**src/rtl/rr_arb_param_if.sv**
```systemverilog
// Request/grant bundle between requesters and the round-robin arbiter.
// The lock vector only exists when ARB_LOCK_EN is defined.
interface rr_arb_param_if #(
  parameter int N = 4
);
  localparam int IDW = (N > 1) ? $clog2(N) : 1;

  logic [N-1:0]   req;
  logic [N-1:0]   gnt;
  logic           gnt_vld;
  logic [IDW-1:0] gnt_id;
`ifdef ARB_LOCK_EN
  logic [N-1:0]   lock;
`endif

  // Requester side: drives requests (and locks), observes grants.
  modport master (
    output req,
`ifdef ARB_LOCK_EN
    output lock,
`endif
    input  gnt,
    input  gnt_vld,
    input  gnt_id
  );

  // Arbiter side: observes requests (and locks), drives grants.
  modport slave (
    input  req,
`ifdef ARB_LOCK_EN
    input  lock,
`endif
    output gnt,
    output gnt_vld,
    output gnt_id
  );
endinterface

```
**src/rtl/rr_arb_param.sv**
```systemverilog
// N-way round-robin arbiter with a bounded tenure of HOLD cycles,
// early release when the owner drops req, and a one-cycle dead gap
// between consecutive grants. Grants are decoded from registered
// state only, so there is no combinational path from req to gnt.
// Optional feature: define ARB_LOCK_EN to add the lock input, which
// lets an owner extend its tenure past HOLD while lock[owner] is high.
module rr_arb_param #(
  parameter int N    = 4,
  parameter int HOLD = 8
) (
  input  logic          clk,
  input  logic          resetl,
  rr_arb_param_if.slave bus
);
  localparam int IDW = (N > 1) ? $clog2(N) : 1;
  localparam int CW  = (HOLD > 1) ? $clog2(HOLD) : 1;
  localparam logic [CW-1:0]  CNT_MAX  = CW'(HOLD - 1);
  localparam logic [IDW-1:0] PTR_INIT = IDW'(N - 1);

  typedef enum logic [1:0] {
    IDLE  = 2'd0,
    GRANT = 2'd1,
    GAP   = 2'd2
  } state_t;

  state_t         state, state_n;
  logic [IDW-1:0] ptr, ptr_n;
  logic [IDW-1:0] id_q, id_n;
  logic [CW-1:0]  cnt, cnt_n;

  logic           found;
  logic [IDW-1:0] win;
  logic [IDW-1:0] cand;
  logic           expire;

  // Rotating priority search starting one past the last owner; k==N
  // lands on the last owner itself so a sole requester is re-granted.
  always_comb begin
    found = 1'b0;
    win   = '0;
    cand  = '0;
    for (int k = 1; k <= N; k++) begin
      cand = IDW'((int'(ptr) + k) % N);
      if (!found && bus.req[cand]) begin
        found = 1'b1;
        win   = cand;
      end
    end
  end

  // Tenure expiry; a held lock suppresses it while the counter saturates.
  always_comb begin
`ifdef ARB_LOCK_EN
    expire = (cnt == CNT_MAX) && !bus.lock[ptr];
`else
    expire = (cnt == CNT_MAX);
`endif
  end

  // State, owner pointer, reported id and tenure counter registers.
  always_ff @(posedge clk) begin
    if (!resetl) begin
      state <= IDLE;
      ptr   <= PTR_INIT;
      id_q  <= '0;
      cnt   <= '0;
    end else begin
      state <= state_n;
      ptr   <= ptr_n;
      id_q  <= id_n;
      cnt   <= cnt_n;
    end
  end

  // Next-state logic: arbitrate in IDLE/GAP, count the tenure in GRANT.
  always_comb begin
    state_n = state;
    ptr_n   = ptr;
    id_n    = id_q;
    cnt_n   = cnt;
    case (state)
      IDLE, GAP: begin
        if (found) begin
          state_n = GRANT;
          ptr_n   = win;
          id_n    = win;
          cnt_n   = '0;
        end else begin
          state_n = IDLE;
        end
      end
      GRANT: begin
        if (!bus.req[ptr] || expire) begin
          state_n = GAP;
        end else if (cnt != CNT_MAX) begin
          cnt_n = cnt + 1'b1;
        end
      end
      default: begin
        state_n = IDLE;
      end
    endcase
  end

  // One-hot grant decoded from the registered state and owner pointer.
  always_comb begin
    bus.gnt = '0;
    if (state == GRANT) begin
      bus.gnt[ptr] = 1'b1;
    end
  end

  assign bus.gnt_vld = |bus.gnt;
  assign bus.gnt_id  = id_q;

endmodule

```
**src/flat_wrapper.sv**
```systemverilog
// flat-port wrapper written by rule: the top's interface ports become plain ports
module rr_arb_param_flat 
#(
  parameter int N    = 4,
  parameter int HOLD = 8
)
  (clk, resetl, bus_req, bus_gnt, bus_gnt_vld, bus_gnt_id);
  rr_arb_param_if #(.N(N)) bus_i ();
  input  logic clk;
  input  logic resetl;
  input wire logic [$bits(bus_i.req)-1:0] bus_req;
  output wire logic [$bits(bus_i.gnt)-1:0] bus_gnt;
  output wire logic [$bits(bus_i.gnt_vld)-1:0] bus_gnt_vld;
  output wire logic [$bits(bus_i.gnt_id)-1:0] bus_gnt_id;
  assign bus_i.req = bus_req;
  assign bus_gnt = bus_i.gnt;
  assign bus_gnt_vld = bus_i.gnt_vld;
  assign bus_gnt_id = bus_i.gnt_id;
  rr_arb_param #(.N(N), .HOLD(HOLD)) u_core (.clk(clk), .resetl(resetl), .bus(bus_i));
endmodule
```
**config.mk**
```make
export PLATFORM = sky130hd
export DESIGN_NAME = rr_arb_param_flat
export DESIGN_NICKNAME = d
export VERILOG_FILES = /design/src/rtl/rr_arb_param_if.sv /design/src/rtl/rr_arb_param.sv /design/src/flat_wrapper.sv
export SDC_FILE = /design/constraint.sdc
export NUM_CORES = 1
export LEC_CHECK = 0
export CAP_MARGIN = 20
export CELL_PAD_IN_SITES_DETAIL_PLACEMENT = 1
export CELL_PAD_IN_SITES_GLOBAL_PLACEMENT = 2
export CORE_ASPECT_RATIO = 1.1
export CORE_MARGIN = 2
export CORE_UTILIZATION = 31
export DETAILED_ROUTE_END_ITERATION = 16
export PLACE_DENSITY = 0.73
export SYNTH_ARGS = -nofsm -noshare
export SYNTH_HDL_FRONTEND = slang
export SYNTH_SLANG_ARGS = --single-unit
```
**constraint.sdc**
```tcl
create_clock -name clk -period 2.9 [get_ports clk]
set_input_delay 0.29 -clock clk [delete_from_list [all_inputs] [get_ports clk]]
set_output_delay 0.29 -clock clk [all_outputs]
set_load 0.02 [all_outputs]
```
# Word level (Yosys, flattened, before mapping)

Index checks and enable logic that the tools add are counted.

Equality and inequality tests: 8
Reduce and logical (&&, ||, !) cells: 15
Add/sub/neg operators: 5
Mux-type cells: 28
$lt $le $gt $ge: 6

Operators by type and width:

| operator            | number |
|---|---|
| $lt 2x3->1 const B  | 5 |
| $mux 1              | 11 |
| $bmux 1 s2          | 5 |
| $mux 2              | 5 |
| $mux 3              | 3 |
| $ne 2x1->1 const B  | 3 |
| $pmux 3 s2          | 1 |
| $add 2x1->2 const B | 2 |
| $add 2x2->2 const B | 2 |
| $logic_and 1x1->1   | 4 |
| $logic_not 1->1     | 4 |
| $mux 4              | 1 |
| $pmux 2 s2          | 1 |
| $reduce_and 4->1    | 1 |
| $reduce_or 4->1     | 1 |
| $add 3x1->3 const B | 1 |
| $eq 3x3->1 const B  | 1 |
| $ne 3x3->1 const B  | 1 |
| $demux 1 s2         | 1 |
| $eq 2x1->1 const B  | 1 |
| $eq 2x2->1 const B  | 1 |
| $ge 2x1->1 const B  | 1 |
| $logic_not 2->1     | 1 |
| $ne 2x2->1 const B  | 1 |
| other kinds (4)     | 4 |

Logic and storage cells: 66
Output and inout bits: 7
Input port bits: 6
Register bits: 9

# Depth between registers and ports, before layout

Word-level depth: 15
Mapped depth: 8
Depth with buffers taken out: 7

# Least setup slack after synthesis

Ideal clock, no wire load.

Path type: register to register
Start point: register u_core.ptr[0]
End point: register u_core.cnt[0]
Slack: 0.515 ns
Stages on the path, launching flop included: 9
Data arrival time: 2.320 ns
Cell sequence: dfxtp_1 > buf_6 > inv_1 > ha_1 > mux4_2 > o41ai_4 > nand3_1 > o21a_1 > nor2_1

Cells in the longest elaborated chain, start to end: 15

RTL lines:

| item                                  | line               | source |
|---|---|---|
| from (decl)                           | rr_arb_param.sv:27 | `logic [IDW-1:0] ptr, ptr_n;` |
| from (signal assigned)                | rr_arb_param.sv:69 | `ptr <= ptr_n;` |
| $add 2x1->2                           | rr_arb_param.sv:43 | `cand = IDW'((int'(ptr) + k) % N);` |
| $bmux 1 s2                            | rr_arb_param.sv:44 | `if (!found && bus.req[cand]) begin` |
| $mux 1 (not written as such)          | rr_arb_param.sv:44 |  |
| $mux 1                                | rr_arb_param.sv:44 |  |
| $logic_not 1->1                       | rr_arb_param.sv:44 |  |
| $logic_and 1x1->1                     | rr_arb_param.sv:44 |  |
| $mux 1                                | rr_arb_param.sv:44 |  |
| $logic_not 1->1                       | rr_arb_param.sv:44 |  |
| $logic_and 1x1->1                     | rr_arb_param.sv:44 |  |
| $mux 1                                | rr_arb_param.sv:44 |  |
| $logic_not 1->1                       | rr_arb_param.sv:44 |  |
| $logic_and 1x1->1                     | rr_arb_param.sv:44 |  |
| $mux 1                                | rr_arb_param.sv:44 |  |
| $ne 2x1->1 (no source line)           | --                 |  |
| $reduce_and 4->1 (no source line) (*) | --                 |  |
| to (signal assigned)                  | rr_arb_param.sv:71 | `cnt <= cnt_n;` |
| to (decl)                             | rr_arb_param.sv:29 | `logic [CW-1:0] cnt, cnt_n;` |

Mark *: on every way between the ends. The rest lies on a longest branch, timed or not. The select of a mux whose other input is x is not followed.
A chain may end at the register's enable or synchronous reset.

# Worst setup path after layout

Start point: register u_core.ptr[1]
End point: register u_core.cnt[0]

The elaborated chain is that of the path after synthesis.

==> summary.txt <==
Outcome
  – Status: finished clean

Drt
  – Vias per inst: 5.188
  – Drt drc: 0
  – First-pass DRT Iterations: 3
  – Final wirelength: approximately 1.7 mm
  – Via count: between 600 and 700
  – DRT iter0 DRCs: 1
  – Wire per inst: between 10 and 15 um
  – Antenna-violating nets left: 0

Placed design
  – Inst Count DP: about 110
  – DP Wirelength: roughly 1.3 mm
  – Number of I/O port buffers: 12
  – RD Place Congestion: a little under 0.8

Layout
  – Final std cells w/o fill: ~120
  – Ant diodes: 0
  – Fillers: around 260
  – Layout Utilization: roughly two fifths
  – Area grow syn2layout: 25.00%
  – Share of layout cells above drive strength 1: around 17%
  – # nets final: 100

CTS
  – Sink Count: 9
  – Max Root-Sink Buffers: 2
  – Root Buffer: clkbuf_4
  – Number of gates resized after cts: 0
  – CTS clk-pin slew, worst paths: roughly 0.06 ns
  – TritonCTS buffer count: 3
  – CTS tree: built
  – Clk Latency, worst-skew pair: between 0.2 and 0.3 ns
  – Hold buffers post-CTS: 0
  – CTS H-Tree Depth: 1
  – Post-CTS setup buffers: 0

Power
  – Leak: roughly 0.38 nW
  – Worst IR drop on VDD: approximately 0.44 mV
  – PD cells: a little under 1000 nW/um^2

STA
  – Layout Skew: 0.003231 ns
  – Fin crit period: 2.563 ns
  – Worst-margin pin slew: 0.5118 ns
  – FMAX: between 0.3 and 0.4 GHz
  – TNS Setup: 0 ns
  – Period utilisation layout: between 80% and 90%
  – Slew headroom: 65.76%
  – Final Hold Viols: 0
  – Pins Over Slew Limit: 0
  – Final setup fails: 0
  – Unrepaired setup endpoints after global routing: false

Global route
  – Gr ovfl total: 0
  – Vias in the first global route: a little over 600
  – Largest net degree at the start of global routing: 14
  – Antenna violations before repair: 0
  – First-pass GRT wire length: 2.780 mm
  – Gr usage total: between 10 and 15%

Synthesis
  – Synth cell count leaders: dfxtp_1, a21oi_1, nand3_1, ha_1, inv_1
  – Mux cell area share after synthesis: between 20% and 30%
  – Number of synthesized flops with an enable pin: 0
  – Asr flop ratio synth: 0%
  – Top-count cell post-synth: dfxtp_1
  – Compound-Gate Fraction of Synth Area: between 20% and 30%
  – Cell variety after synth: 28
  – Sequential area share after synthesis: around 25%
  – Syn nets: 83
  – Main combinational cell family by area after synthesis: compound AO/OA/AOI/OAI gates
  – Share of the synthesized area in the top cell type: 25.00%
  – Yosys top cell by area: dfxtp_1
  – Post-synthesis simple-gate area fraction: approximately 16%
  – Synth Instances: 71
  – Syn Area/Cell: 10.15 sq um
  – Syn. warnings: 0
  – Synth Area in Adders: between 10% and 20%
  – Xor/xnor share of the synthesized area: under 10%
  – Flops & latches, synth: 9
  – Netlist Area Pre-Place: just over 700 sq um
  – Top post-synthesis cells by area: dfxtp_1, mux4_2, ha_1
  – Synth Flop Type: dfxtp_1

Die
  – Die area: ~2700 sq um
  – Chip height: ~55 um
  – Die Span X: 49.97 um
  – Core area: between 2000 and 2500 sq um
  – Boundary Pins: 13
  – Starting Density: 32.32%
  – Site Rows: 18

Worst hold path
  – Hold Crit Class: reg2reg

Worst setup path
  – Worst EP required: ~3.1 ns
  – Crit-path max FO: 8
  – CP Launch Type: flop
  – CP Capture Type: flop
  – Crit Path Class: reg2reg
  – Crit path DAT: between 2 and 3 ns

Job
  – Max cap viols: 0
## routing by layer
metal,part of all wire [%],track usage [%],vias up
met3,3.0,2.186,0
met5,0,0,-
met2,48,24.44,12
li1,-,-,302
met4,0,5.556,0
met1,49,17.11,293
## power by group
part           leakage, nW  internal [mW]  switching, mW  total [mW]
Clock               0.0150         0.0531         0.0456      0.0987
Combinational        0.293          0.269          0.318       0.587
Sequential          0.0740          0.160         0.0367       0.197
## layout make-up
class	instances	area (sq um)	share of cell area, %
clock buffers	4	26.28	2.917
well taps	30	37.54	4.167
repair buffers	13	127.6	14.17
inverters	5	18.77	2.083
multi-input cells	56	510.5	56.67
flip-flops and latches	9	180.2	20.00
## registers in the layout, summed over array words and instances, names as in the netlist
register / cells
u_core.bus.gnt_id: 2
u_core.cnt: 3
u_core.ptr: 2
u_core.state: 2
## stage by stage
stage / hold WS (ns) / total power, mW / setup WS (ns) / area (sq um)
2_1_floorplan: 0.3519 / 0.6320 / 0.5153 / 720.7
3_3_place_gp: 0.4687 / 0.7826 / 0.4046 / 874.6
3_5_place_dp: 0.4720 / 0.7887 / 0.3404 / 874.6
4_1_cts: 0.4836 / 0.8929 / 0.3220 / 900.9
5_1_grt: 0.5000 / 0.9498 / 0.1725 / 900.9
6_report: 0.4787 / 0.8824 / 0.3372 / 900.9
## cell families (layout without fill, tap and decap cells)
group,count (synthesis),count (layout)
AOI/OAI and AO/OA,18,18
xor gates and xnor gates,1,1
adders and majority gates,6,6
buffers and inverters,6,22
DFF,9,9
muxes,10,10
and+or+nand+nor,21,21
## worst paths after layout
| check | cells after the start | from | slack (ns) | endpoint |
|---|---|---|---|---|
| worst min register to register | 2 | u_core.cnt[2] | 0.48 | u_core.cnt[2] |
| worst min-delay path | 2 | u_core.cnt[2] | 0.48 | u_core.cnt[2] |
| worst max register to register | 7 | u_core.ptr[1] | 0.34 | u_core.cnt[0] |
| worst max-delay path | 7 | u_core.ptr[1] | 0.34 | u_core.cnt[0] |
## cells in the final DEF (no fill, tap or decap)
cell              n
clkbuf_1          1
o41ai_4           1
nand3b_1          1
or3_1             1
dfxtp_1           9
ha_1              6
a22oi_4           1
clkdlybuf4s50_1  12
a21oi_1           7
o21bai_1          1
a31oi_1           1
o21ai_1           1
o211a_1           1
clkbuf_4          3
nor2_1            4
o31ai_1           2
mux2_2            4
mux2i_1           2
inv_1             5
nand2_1           1
and2_1            4
mux4_2            4
or4_1             1
xnor2_1           1
o41ai_2           1
o21a_1            1
nand3_1           7
nand2b_1          1
buf_4             1
a22oi_1           1
nor2b_1           1
## critical path, cell delays in order, from the launching register on
cell	delay (ns)
dfxtp_1	0.50
inv_1	0.13
ha_1	0.41
mux4_2	0.60
o41ai_4	0.53
nand3_1	0.13
o21a_1	0.13
nor2_1	0.07
(Power assumes the default switching activity.)
